===== src/rtl/rr_arbiter_param_pkg.sv =====
// Shared definitions for the round-robin arbiter: state encodings and a
// constant-evaluable ceil(log2) helper.
package rr_arbiter_param_pkg;

   localparam logic [0:0] ArbIdle  = 1'b0;
   localparam logic [0:0] ArbOwned = 1'b1;

   function automatic int unsigned clog2(input int unsigned value);
      int unsigned result;
      result = 0;
      while ((32'd1 << result) < value) begin
         result++;
      end
      return result;
   endfunction

endpackage


===== src/rtl/fixed_priority_pick.sv =====
// Combinational fixed-priority picker: one-hot of the lowest-index set bit of req,
// all-zero when req is empty.
module fixed_priority_pick #(
   parameter int unsigned N = 4
) (
   input  logic [N-1:0] req,
   output logic [N-1:0] pick
);

   // Two's-complement isolates the lowest set bit.
   assign pick = req & (~req + N'(1));

endmodule


===== src/rtl/rr_arbiter_param.sv =====
// N-way round-robin arbiter with registered one-hot grant, grant-hold semantics
// and an optional per-owner hold limit that preempts when others are waiting.
module rr_arbiter_param
   import rr_arbiter_param_pkg::*;
#(
   parameter int unsigned N        = 4,
   parameter int unsigned MAX_HOLD = 0,
   parameter int unsigned IDX_W    = 2
) (
   input  logic             clk,
   input  logic             rst,
   input  logic [N-1:0]     req,
   output logic [N-1:0]     grant,
   output logic [IDX_W-1:0] grant_idx,
   output logic             grant_valid
);

   localparam int unsigned HoldW = (MAX_HOLD > 1) ? clog2(MAX_HOLD) : 1;
   // Saturation value of the hold counter; 0 disables counting when MAX_HOLD is 0.
   localparam logic [HoldW-1:0] HoldLast = (MAX_HOLD > 0) ? HoldW'(MAX_HOLD - 1) : '0;

   logic [0:0]       state_q, state_d;
   logic [N-1:0]     grant_q, grant_d;
   logic [IDX_W-1:0] idx_q, idx_d;
   logic [IDX_W-1:0] ptr_q, ptr_d;
   logic [HoldW-1:0] hold_q, hold_d;

   logic [N-1:0]     cand, mask, pick_hi, pick_lo, pick;
   logic [IDX_W-1:0] pick_idx;
   logic             owner_req, others_req, at_limit, issue;

   assign owner_req  = |(req & grant_q);
   assign others_req = |(req & ~grant_q);
   assign at_limit   = (MAX_HOLD > 0) && (hold_q == HoldLast);

   // Decide whether this edge issues a new grant and which requests compete.
   always_comb begin
      issue = 1'b0;
      cand  = req;
      if (state_q == ArbIdle) begin
         issue = |req;
      end else if (!owner_req) begin
         issue = 1'b1;
      end else if (at_limit && others_req) begin
         issue = 1'b1;
         cand  = req & ~grant_q;
      end
   end

   always_comb begin
      mask = '0;
      for (int i = 0; i < N; i++) begin
         mask[i] = (i >= int'(ptr_q));
      end
   end

   fixed_priority_pick #(
      .N (N)
   ) u_pick_masked (
      .req  (cand & mask),
      .pick (pick_hi)
   );

   fixed_priority_pick #(
      .N (N)
   ) u_pick_all (
      .req  (cand),
      .pick (pick_lo)
   );

   assign pick = (|pick_hi) ? pick_hi : pick_lo;

   always_comb begin
      pick_idx = '0;
      for (int i = 0; i < N; i++) begin
         if (pick[i]) begin
            pick_idx = IDX_W'(i);
         end
      end
   end

   always_comb begin
      state_d = state_q;
      grant_d = grant_q;
      idx_d   = idx_q;
      ptr_d   = ptr_q;
      hold_d  = hold_q;
      if (issue) begin
         grant_d = pick;
         idx_d   = pick_idx;
         hold_d  = '0;
         if (|pick) begin
            state_d = ArbOwned;
            ptr_d   = (pick_idx == IDX_W'(N - 1)) ? '0 : pick_idx + IDX_W'(1);
         end else begin
            state_d = ArbIdle;
         end
      end else if ((state_q == ArbOwned) && (hold_q != HoldLast)) begin
         hold_d = hold_q + HoldW'(1);
      end
   end

   always_ff @(posedge clk or posedge rst) begin
      if (rst) begin
         state_q <= ArbIdle;
         grant_q <= '0;
         idx_q   <= '0;
         ptr_q   <= '0;
         hold_q  <= '0;
      end else begin
         state_q <= state_d;
         grant_q <= grant_d;
         idx_q   <= idx_d;
         ptr_q   <= ptr_d;
         hold_q  <= hold_d;
      end
   end

   assign grant       = grant_q;
   assign grant_idx   = idx_q;
   assign grant_valid = (state_q == ArbOwned);

endmodule


===== config.mk =====
export PLATFORM = sky130hd
export DESIGN_NAME = rr_arbiter_param
export DESIGN_NICKNAME = d
export VERILOG_FILES = /design/src/rtl/rr_arbiter_param_pkg.sv /design/src/rtl/fixed_priority_pick.sv /design/src/rtl/rr_arbiter_param.sv
export SDC_FILE = /design/constraint.sdc
export NUM_CORES = 1
export LEC_CHECK = 0
export ABC_AREA = 1
export CAP_MARGIN = 40
export CORE_UTILIZATION = 30
export DETAILED_ROUTE_END_ITERATION = 8
export PLACE_DENSITY_LB_ADDON = 0.05
export SYNTH_ARGS = -nofsm -noshare
export SYNTH_HDL_FRONTEND = slang
export SYNTH_SLANG_ARGS = --single-unit
export TNS_END_PERCENT = 50

===== constraint.sdc =====
create_clock -name clk -period 3.2 [get_ports clk]
set_input_delay 0.64 -clock clk [delete_from_list [all_inputs] [get_ports clk]]
set_output_delay 0.64 -clock clk [all_outputs]
set_load 0.05 [all_outputs]

# After elaboration in Yosys (flattened, before gate mapping)
# Index checks and enable logic that the tools add are counted.
[word_totals] register_bits=9 inputBits=6 output_inout_bits=7 wordCells=30
[classes] add_sub_neg=3 magnitude_cmp=3 n_eq_ne=1 muxes=8 bitwise=6 reduce_logical=5
[op_table] cell="$and A4 B4 Y4" count=4
[op_table] cell="$reduce_or A4 Y1" count=4
[op_table] cell="$add A4 B1 Y4 const B" count=2
[op_table] cell="$not A4 Y4" count=2
[op_table] cell="$mux W2" count=3
[op_table] cell="$ge A1 B2 Y1 const A" count=2
[op_table] cell="$mux W1" count=4
[op_table] cell="$mux W4" count=1
[op_table] cell="$add A2 B1 Y2 const B" count=1
[op_table] cell="$eq A2 B2 Y1 const B" count=1
[op_table] cell="$ge A2 B2 Y1 const A" count=1
[op_table] cell="$reduce_and A2 Y1" count=1

# Logic depth before layout (Yosys ltp)
# Gate-level depths: netlist of run 1.
[depth] ltp_word=12 depth_mapped=9 mapped_depth_nobuf=9

# Hierarchy
# A second synthesis of run 1 with hierarchy kept.
[unflattened] hier_cells=87 area_unflattened_um2=600.6
[modules_own_cells] module="rr_arbiter_param" n_inst=1 cells_per_inst=69 area_each_um2=525.5 seq_area_each_um2=225.2
[modules_own_cells] module="fixed_priority_pick" n_inst=2 cells_per_inst=9 area_each_um2=37.5 seq_area_each_um2=0.0

# Worst setup path before layout of run 1
# Ideal clock, no wire load.
[synth_path] path_kind="input port to flip-flop" startpoint="in req[2]" endpoint="reg grant_q[3], in the netlist grant[3]" setup_time_ns=0.119 t_arrival_ns=1.334 required_time_ns=3.081 slack_ns=1.747 stages=6 path_buffers=0 path_cell_list="nor2_1 nand2_2 or2_4 nand2_4 inv_4 o21a_1"
[synth_between] elab_chain_len=6 word_cells_on_any_way=14 classes_between="2 x add/sub; 3 x mux; 6 x bitwise; 3 x reduce/logical"
[synth_rtl] item="start: declaration" line="rr_arbiter_param.sv:12" text="input logic [N-1:0] req,"
[synth_rtl] item="$and A4 B4 Y4" line="rr_arbiter_param.sv:60" text=".req (cand & mask),"
[synth_rtl] item="$not A4 Y4" line="fixed_priority_pick.sv:11" text="assign pick = req & (~req + N'(1));"
[synth_rtl] item="$add A4 B1 Y4" line="fixed_priority_pick.sv:11"
[synth_rtl] item="$and A4 B4 Y4" line="fixed_priority_pick.sv:11"
[synth_rtl] item="$reduce_or A4 Y1" line="rr_arbiter_param.sv:71" text="assign pick = (|pick_hi) ? pick_hi : pick_lo;"
[synth_rtl] item="$mux W4" line="rr_arbiter_param.sv:71"
[synth_rtl] item="end signal: assignment" line="rr_arbiter_param.sv:112" text="grant_q <= grant_d;"
[synth_rtl] item="end: declaration" line="rr_arbiter_param.sv:23" text="logic [N-1:0] grant_q, grant_d;"
# Several ways; a longest one is shown, not always the timed one.
# A chain may end at the register's enable or synchronous reset.

# Worst setup path after layout of run 1
[layout_path] startpoint="reg grant_q[2], in the netlist grant[2]" endpoint="out grant[2]"
[layout_lines] item="end: declaration" line="rr_arbiter_param.sv:13" text="output logic [N-1:0] grant,"
# No word-level cell between the ends.

==> results_dict.tcl, run 1 <==
set metrics [dict create \
    place_inst 101 \
    crit_path_max_fanout 3 \
    cts_max_level 1 \
    synth_seq_area_share_pct 44.6 \
    num_io_pins 13 \
    path_buf_inv 1 \
    crit_slowest_cell "clkdlybuf4s50_1" \
    clock_sinks 9 \
    grt_max_degree 10 \
    initial_utilization_pct 32.8 \
    min_period_ps 2110 \
    yosysWarnings 0 \
    synth_cells 73 \
    slowest_delay_ps 830 \
    power_leakage_nw 0.358 \
    outcome "completed" \
    use_met2_pct 21.8 \
    die_y_um 43.1 \
    grt-ovfl-total 0 \
    syn_avg_cell_area_um2 6.92 \
    synth_area_leader_cell "dfrtp_1" \
    cts_buffers 3 \
    fin_area_um2 672 \
    vias 498 \
    synth_adder_area_share_pct 0 \
    clock_path_buffers 2 \
    dp_hpwl_um 931 \
    met3_usage_pct 3.40 \
    place_congestion 0.806 \
    slew_headroom_pct 66.2 \
    dr.pass1.iters 2 \
    fp.dieW_um 43.1 \
    worst_slew_pin_slew_ps 505 \
    grt.busiest_layer "met2" \
    setup_viol 0 \
    synthMuxAreaShare_pct 0 \
    synth_top_family_by_area "simple AND/OR/NAND/NOR gates" \
    syn_area_um2 505 \
    synth_area_leaders "dfrtp_1, nand2_1, nand3_1" \
    pre_cts_ws_ps 1140 \
    grt_pass1_wl_um 1990 \
    stdcell_count 105 \
    async_flop_share_pct 100 \
    synthSimpleGateAreaFrac_pct 44.3 \
    max_freq_ghz 0.473 \
    drv_slew 0 \
    grt_use_met1_pct 18.9 \
    diodes 0 \
    end_kind "primary output" \
    cts_hold_buf 0 \
    synth-main-ff-cell "dfrtp_1" \
    cts.reportedPaths.clkPinSlew_ps 60 \
    post_dp_cell_area_um2 646 \
    cts_resized 0 \
    start_kind "flip-flop" \
    synth_cell_types 14 \
    grt_usage_pct 15.1 \
    syn2layout_area_growth_pct 32.9 \
    core.rowCount 14 \
    antenna_left 0 \
    ys_seq_elements 9 \
    insertion_delay_ps 260 \
    cts_tree "done" \
    powerDensity_nw_per_um2 998 \
    clock-root-buffer "clkbuf_4" \
    peakVddDrop_mv 0.472 \
    drc 0 \
    grt_antenna_before_repair 0 \
    synthTopCellsByCount "nand2_1, dfrtp_1, inv_1" \
    maxCapViolations 0 \
    crit_required_ps 2560 \
    wire_per_inst_um 11.1 \
    port-buffer-count 12 \
    synth.top_cell.area_share_pct 44.6 \
    drive_above_1_share_pct 8.99 \
    fin_worst_skew_ps 4.43 \
    final_nets 96 \
    initialDrtViolationCount 4 \
    synth_compound_area_share_pct 3.96 \
    synth_edf_count 0 \
    crit_chain "clkdlybuf4s50_1" \
    crit_type "flip-flop to primary output" \
    coreArea_um2 1540 \
    grt_pass1_vias 489 \
    cp.arrival_ps 1470 \
    yosys.area_share.xor_xnor_pct 0 \
    via_per_inst 4.74 \
    hold_viol 0 \
    synth.most_common_cell "nand2_1" \
    period_share_pct 66.0 \
    post_cts_buffers 0 \
    critical-path-top-delay-family "buffers and inverters" \
    syn_nets 79 \
    setup_slack_ps 1090 \
    drt_wl_total_um 1160 \
    rsz0062_at_grt "false" \
    fin_tns_setup_ps 0 \
    holdCritPathClass "flip-flop to flip-flop" \
    dieArea_um2 1850 \
]
## per-layer routing
metal,vias up,part of all wire [%],wire length [um]
met1,225,49,567
li1,255,-,-
met4,0,3.4,39
met5,-,0,0
met3,6,4.2,49
met2,12,43,504
## worst reg2reg max path, delay by kind of cell, from the launching register on
family,cells,cell delay [ps]
buf+inv,1,90
flops,1,400
simple gates,7,680
## registers in the layout, summed over array words and instances (netlist names)
signal / count
grant_valid: 1
ptr_q: 2
grant_idx: 2
grant: 4
## kinds of logic (layout without fill, tap and decap cells)
logic type | after synthesis | after routing
flip-flops | 9 | 9
AO/OA/AOI/OAI | 3 | 3
AND/OR/NAND/NOR | 52 | 52
buffers and inverters | 9 | 25
## cell type report
class	count	area [um^2]
repair buffers	12	120
well taps	16	20.0
fillers	170	870
inverters	9	36.3
clock buffers	4	26.3
flip-flops and latches	9	225
multi-input cells	55	244
## power breakdown
| group | internal (mW) | switching [mW] |
|---|---|---|
| Combinational | 0.125 | 0.260 |
| Sequential | 0.162 | 0.0347 |
| Clock | 0.0481 | 0.0414 |
| Total | 0.335 | 0.336 |
## cell usage in the layout (no fill, tap or decap)
master           synthesis  final
dfrtp_1                  9      9
nand2_4                  1      1
nor2_2                   1      1
nand2_2                  1      1
nand2_1                 33     33
o21ai_0                  1      1
nor2_1                   7      7
nand3_1                  7      7
inv_4                    1      1
o21a_1                   1      1
or2_4                    1      1
nand4_1                  1      1
clkbuf_4                 0      3
inv_1                    8      8
clkbuf_1                 0      1
clkdlybuf4s50_1          0     12
a21boi_0                 1      1
## stage by stage
step | hold slack, ps | utilization [%] | power [mW]
2_1_floorplan | 468 | - | 0.466
3_3_place_gp | 478 | 41.9 | 0.584
3_5_place_dp | 469 | 41.9 | 0.585
4_1_cts | 490 | 43.6 | 0.677
5_1_grt | 506 | 43.6 | 0.720
6_report | 484 | 43.6 | 0.670
## worst paths after layout
kind / start / end / slack, ps / cells past startpoint
min in group asynchronous: rst / ptr_q[1]$_DFFE_PP0P_ / 640 / 2
setup reg to reg: ptr_q[1]$_DFFE_PP0P_ / grant_idx[0]$_DFFE_PP0N_ / 1930 / 8
max in group asynchronous: rst / grant[3]$_DFFE_PP0N_ / 2300 / 2
hold reg to reg: grant_idx[1]$_DFFE_PP0N_ / grant_idx[1]$_DFFE_PP0N_ / 480 / 2
hold / removal: grant_idx[1]$_DFFE_PP0N_ / grant_idx[1]$_DFFE_PP0N_ / 480 / 2
setup / recovery: grant[2]$_DFFE_PP0N_ / grant[2] / 1090 / 1
Note: power is estimated with default switching activity, not from simulation.
==> inputs of run 2 (changes only) <==
==> constraint.sdc (replaced) <==
create_clock -name clk -period 1.9 [get_ports clk]
set_input_delay 0.38 -clock clk [delete_from_list [all_inputs] [get_ports clk]]
set_output_delay 0.38 -clock clk [all_outputs]
set_load 0.05 [all_outputs]
==> results_dict.tcl, run 2 (same netlist as run 1, synthesis figures left out) <==
set metrics [dict create \
    outcome "completed" \
    drv_slew 0 \
    peakVddDrop_mv 0.748 \
    p_switching_mw 0.568 \
    insertion_delay_ps 260 \
    p_sw_share_pct 50.9 \
    grt_antenna_before_repair 0 \
    final-seq-area_um2 225 \
    power_leakage_nw 0.366 \
    port-buffer-count 12 \
    dp_hpwl_um 920 \
    min_period_ps 1790 \
    place_inst 101 \
    grt.busiest_layer "met2" \
    holdCritPathClass "input pin to asynchronous set/reset pin" \
    cts_tree "done" \
    hold_viol 0 \
    crit_chain "clkdlybuf4s50_1" \
    setup_viol 0 \
    grt_pass1_wl_um 1930 \
    diodes 0 \
    wire_per_inst_um 11.0 \
    die_y_um 43.1 \
    period_share_pct 94.4 \
    multi_input_area_um2 244 \
    syn2layout_area_growth_pct 30.7 \
    slowest_delay_ps 800 \
    clock_path_buffers 2 \
    start_kind "flip-flop" \
    p_comb_share_pct 56.7 \
    drive_above_1_share_pct 15.7 \
    fin_tns_setup_ps 0 \
    place_congestion 0.752 \
    fillers 166 \
    dieArea_um2 1850 \
    cts_hold_buf 0 \
    grt_use_met1_pct 18.0 \
    crit_required_ps 1520 \
    crit_type "flip-flop to primary output" \
    path_buf_inv 1 \
    cts_buffers 3 \
    use_met2_pct 21.5 \
    end_kind "primary output" \
    initial_utilization_pct 32.8 \
    initialDrtViolationCount 8 \
    critical-path-top-delay-family "buffers and inverters" \
    dr.pass1.iters 3 \
    grt_pass1_vias 492 \
    grt_max_degree 10 \
    final_nets 96 \
    fin_worst_skew_ps 3.64 \
    clock_sinks 9 \
    largest_register_ffs 4 \
    stdcell_count 105 \
    grt_usage_pct 14.5 \
    drc 0 \
    met3_usage_pct 2.13 \
    vias 492 \
    power_frac_seq_pct 29.8 \
    clkPwrFrac_pct 13.6 \
    cts_max_level 1 \
    cts_resized 0 \
    cts.reportedPaths.clkPinSlew_ps 70 \
    crit_path_max_fanout 2 \
    final_cell_mix "nand2_1, dfrtp_1, inv_1" \
    coreArea_um2 1540 \
    antenna_left 0 \
    worst_slew_pin_slew_ps 490 \
    maxCapViolations 0 \
    fp.dieW_um 43.1 \
    post_cts_buffers 0 \
    p_int_mw 0.548 \
    clock-root-buffer "clkbuf_4" \
    cp.arrival_ps 1410 \
    rsz0062_at_grt "false" \
    grt-ovfl-total 0 \
    crit_slowest_cell "clkdlybuf4s50_1" \
    powerDensity_nw_per_um2 1690 \
    drt_wl_total_um 1160 \
    core.rowCount 14 \
    max_freq_ghz 0.558 \
    layout_commonest_cell "nand2_1" \
    slew_headroom_pct 67.2 \
    via_per_inst 4.69 \
    num_io_pins 13 \
]
==> run 2: cell types whose count changed in the layout (fill, tap and decap cells not counted), sizes merged <==
cell and delta:
clkdlybuf4s50 -5, clkinv +1, clkbuf -1, buf +5
==> run 2: worst paths after layout <==
check                                          from                        to  slack, ps  depth (start not counted)
max                        grant_idx[0]$_DFFE_PP0N_              grant_idx[0]        110                          1
min                                             rst  grant_idx[0]$_DFFE_PP0N_        380                          2
max reg2reg                    grant[0]$_DFFE_PP0N_      ptr_q[0]$_DFFE_PP0P_        620                          8
min reg2reg                grant_idx[1]$_DFFE_PP0N_  grant_idx[1]$_DFFE_PP0N_        490                          2
max in group asynchronous                       rst  grant_idx[1]$_DFFE_PP0N_       1260                          2
min in group clk           grant_idx[1]$_DFFE_PP0N_  grant_idx[1]$_DFFE_PP0N_        490                          2
==> run 2: power by group through the flow <==
stage          clock (mW)  combinational (mW)  sequential, mW
6_report            0.151               0.633           0.332
3_5_place_dp            0               0.636           0.337
2_1_floorplan           0               0.269           0.517
4_1_cts             0.156               0.639           0.335
5_1_grt             0.167               0.687           0.342
3_3_place_gp            0               0.635           0.334
==> run 2: metal layers <==
| layer | routed length [um] | vias to the layer above |
|---|---|---|
| li1 | - | 257 |
| met1 | 556 | 219 |
| met2 | 502 | 11 |
| met3 | 58 | 5 |
| met4 | 38 | 0 |
| met5 | 0 | - |
==> run 2: layout make-up <==
class | instances | share of cell area (%)
timing repair buffer | 12 | 16.3
tap | 16 | 3.03
clock buffer | 3 | 3.41
sequential | 9 | 34.1
multi-input combinational | 55 | 36.9
inverter | 9 | 5.49
clock inverter | 1 | 0.758
==> run 2: through the flow <==
step / hold slack, ps / utilization (%) / cell area, um^2 / power (mW) / worst slack [ps]
3_3_place_gp: 473 / 41.1 / 633 / 0.969 / 70.4
6_report: 378 / 42.9 / 661 / 1.12 / 107
3_5_place_dp: 474 / 41.1 / 633 / 0.973 / 91.6
2_1_floorplan: 208 / - / 505 / 0.785 / 508
4_1_cts: 383 / 42.9 / 661 / 1.13 / 95.2
5_1_grt: 405 / 42.9 / 661 / 1.20 / 77.6
==> inputs of run 3 (changes only) <==
--- a/config.mk
+++ b/config.mk
@@ -9,7 +9,7 @@
 export CAP_MARGIN = 40
 export CORE_UTILIZATION = 30
 export DETAILED_ROUTE_END_ITERATION = 8
-export PLACE_DENSITY_LB_ADDON = 0.05
+export PLACE_DENSITY = 0.52
 export SYNTH_ARGS = -nofsm -noshare
 export SYNTH_HDL_FRONTEND = slang
 export SYNTH_SLANG_ARGS = --single-unit
==> results_dict.tcl, run 3 (same netlist as run 1, synthesis figures left out) <==
set metrics [dict create \
    worst_slew_pin_slew_ps 493 \
    crit_type "flip-flop to primary output" \
    drv_slew 0 \
    fp.dieW_um 43.1 \
    final_nets 96 \
    largest_register_ffs 4 \
    reg2reg_from "grant[2]$_DFFE_PP0N_" \
    r2r-end "ptr_q[1]$_DFFE_PP0P_" \
    grt_pass1_wl_um 1900 \
    num_io_pins 13 \
    cts.reportedPaths.clkPinSlew_ps 60 \
    end_kind "primary output" \
    p_sw_share_pct 50.1 \
    clock-root-buffer "clkbuf_4" \
    final_cell_mix "nand2_1, dfrtp_1, inv_1" \
    cts_tree "done" \
    antenna_left 0 \
    cts_buffers 3 \
    dieArea_um2 1850 \
    grt_max_degree 10 \
    slowest_delay_ps 800 \
    p_comb_share_pct 57.1 \
    setup_slack_ps 113 \
    powerDensity_nw_per_um2 1670 \
    core.rowCount 14 \
    cts_hold_buf 0 \
    grt_usage_pct 13.8 \
    p_switching_mw 0.553 \
    stdcell_count 105 \
    cts_resized 0 \
    finalPower_mw 1.10 \
    place_inst 101 \
    crit_slowest_cell "clkdlybuf4s50_1" \
    peakVddDrop_mv 0.749 \
    clkPwrFrac_pct 13.1 \
    hold_viol 0 \
    grt_antenna_before_repair 0 \
    path_buf_inv 1 \
    min_period_ps 1790 \
    drt_wl_total_um 1100 \
    fin_tns_setup_ps 0 \
    crit_path_max_fanout 2 \
    setup_viol 0 \
    regToRegSetupSlack_ps 640 \
    port-buffer-count 12 \
    coreArea_um2 1540 \
    fin_worst_skew_ps 8.81 \
    cts_max_level 1 \
    p_int_mw 0.551 \
    post_cts_buffers 0 \
    grt-ovfl-total 0 \
    initial_utilization_pct 32.8 \
    crit_required_ps 1520 \
    dr.pass1.iters 4 \
    via_per_inst 4.59 \
    power_frac_seq_pct 29.9 \
    rsz0062_at_grt "false" \
    drive_above_1_share_pct 14.6 \
    crit_chain "clkdlybuf4s50_1" \
    max_freq_ghz 0.560 \
    period_share_pct 94.0 \
    clock_sinks 9 \
    fillers 179 \
    critical-path-top-delay-family "buffers and inverters" \
    start_kind "flip-flop" \
    grt_pass1_vias 466 \
    dp_hpwl_um 861 \
    insertion_delay_ps 260 \
    wire_per_inst_um 10.5 \
    die_y_um 43.1 \
    outcome "completed" \
    drc 0 \
    maxCapViolations 0 \
    pre_cts_ws_ps 82.5 \
    clock_path_buffers 2 \
    holdCritPathClass "input pin to asynchronous set/reset pin" \
    whs_ps 384 \
    worstRegToRegCells 8 \
    vias 482 \
    power_leakage_nw 0.363 \
    place_congestion 0.780 \
    layout_commonest_cell "nand2_1" \
    diodes 0 \
    syn2layout_area_growth_pct 30.4 \
    initialDrtViolationCount 11 \
    cp.arrival_ps 1410 \
    slew_headroom_pct 67.1 \
]
-- run 3: cell count changes in the layout (fill, tap and decap cells not counted), sizes merged --
cell	change
clkinv	-1
clkbuf	+1
-- run 3: routing by layer --
metal / GRT usage [%] / vias to the layer above / share of wire (%)
met5: 0 / - / 0
met4: 7.27 / 0 / 0
met3: 2.55 / 0 / 3.7
met2: 20.9 / 11 / 42
met1: 18.7 / 217 / 54
li1: - / 254 / -
-- run 3: cell type report --
class	count	area, um^2	share of cell area, %
sequential	9	225	34.2
multi-input combinational	55	244	37.0
inverter	9	36.3	5.50
clock buffer	4	26.3	3.98
tap	16	20.0	3.04
timing repair buffer	12	108	16.3
-- run 3: worst max path at each step --
stage | from | slack (ps) | cells after the start | to
6_report | grant_idx[0]$_DFFE_PP0N_ | 110 | 1 | grant_idx[0]
5_1_grt | grant_idx[1]$_DFFE_PP0N_ | 60 | 1 | grant_idx[1]
4_1_cts | grant_idx[0]$_DFFE_PP0N_ | 100 | 1 | grant_idx[0]
3_5_place_dp | req[1] | 80 | 7 | grant[3]$_DFFE_PP0N_
3_3_place_gp | req[1] | 80 | 7 | grant[3]$_DFFE_PP0N_
2_1_floorplan | grant[2]$_DFFE_PP0N_ | 510 | 8 | grant[3]$_DFFE_PP0N_
-- run 3: power groups by stage --
| stage | Combinational, mW | Clock, mW | Sequential (mW) |
|---|---|---|---|
| global route | 0.699 | 0.165 | 0.343 |
| floorplan | 0.269 | 0 | 0.517 |
| finish | 0.630 | 0.144 | 0.330 |
| detailed placement | 0.633 | 0 | 0.333 |
| CTS | 0.635 | 0.152 | 0.331 |
| global placement | 0.632 | 0 | 0.333 |
-- run 3: per-stage QoR --
stage,cell area [um^2],utilization (%)
after global routing,659,42.8
after detailed placement,633,41.1
final,659,42.8
after floorplan,505,-
after global placement,633,41.1
after CTS,659,42.8
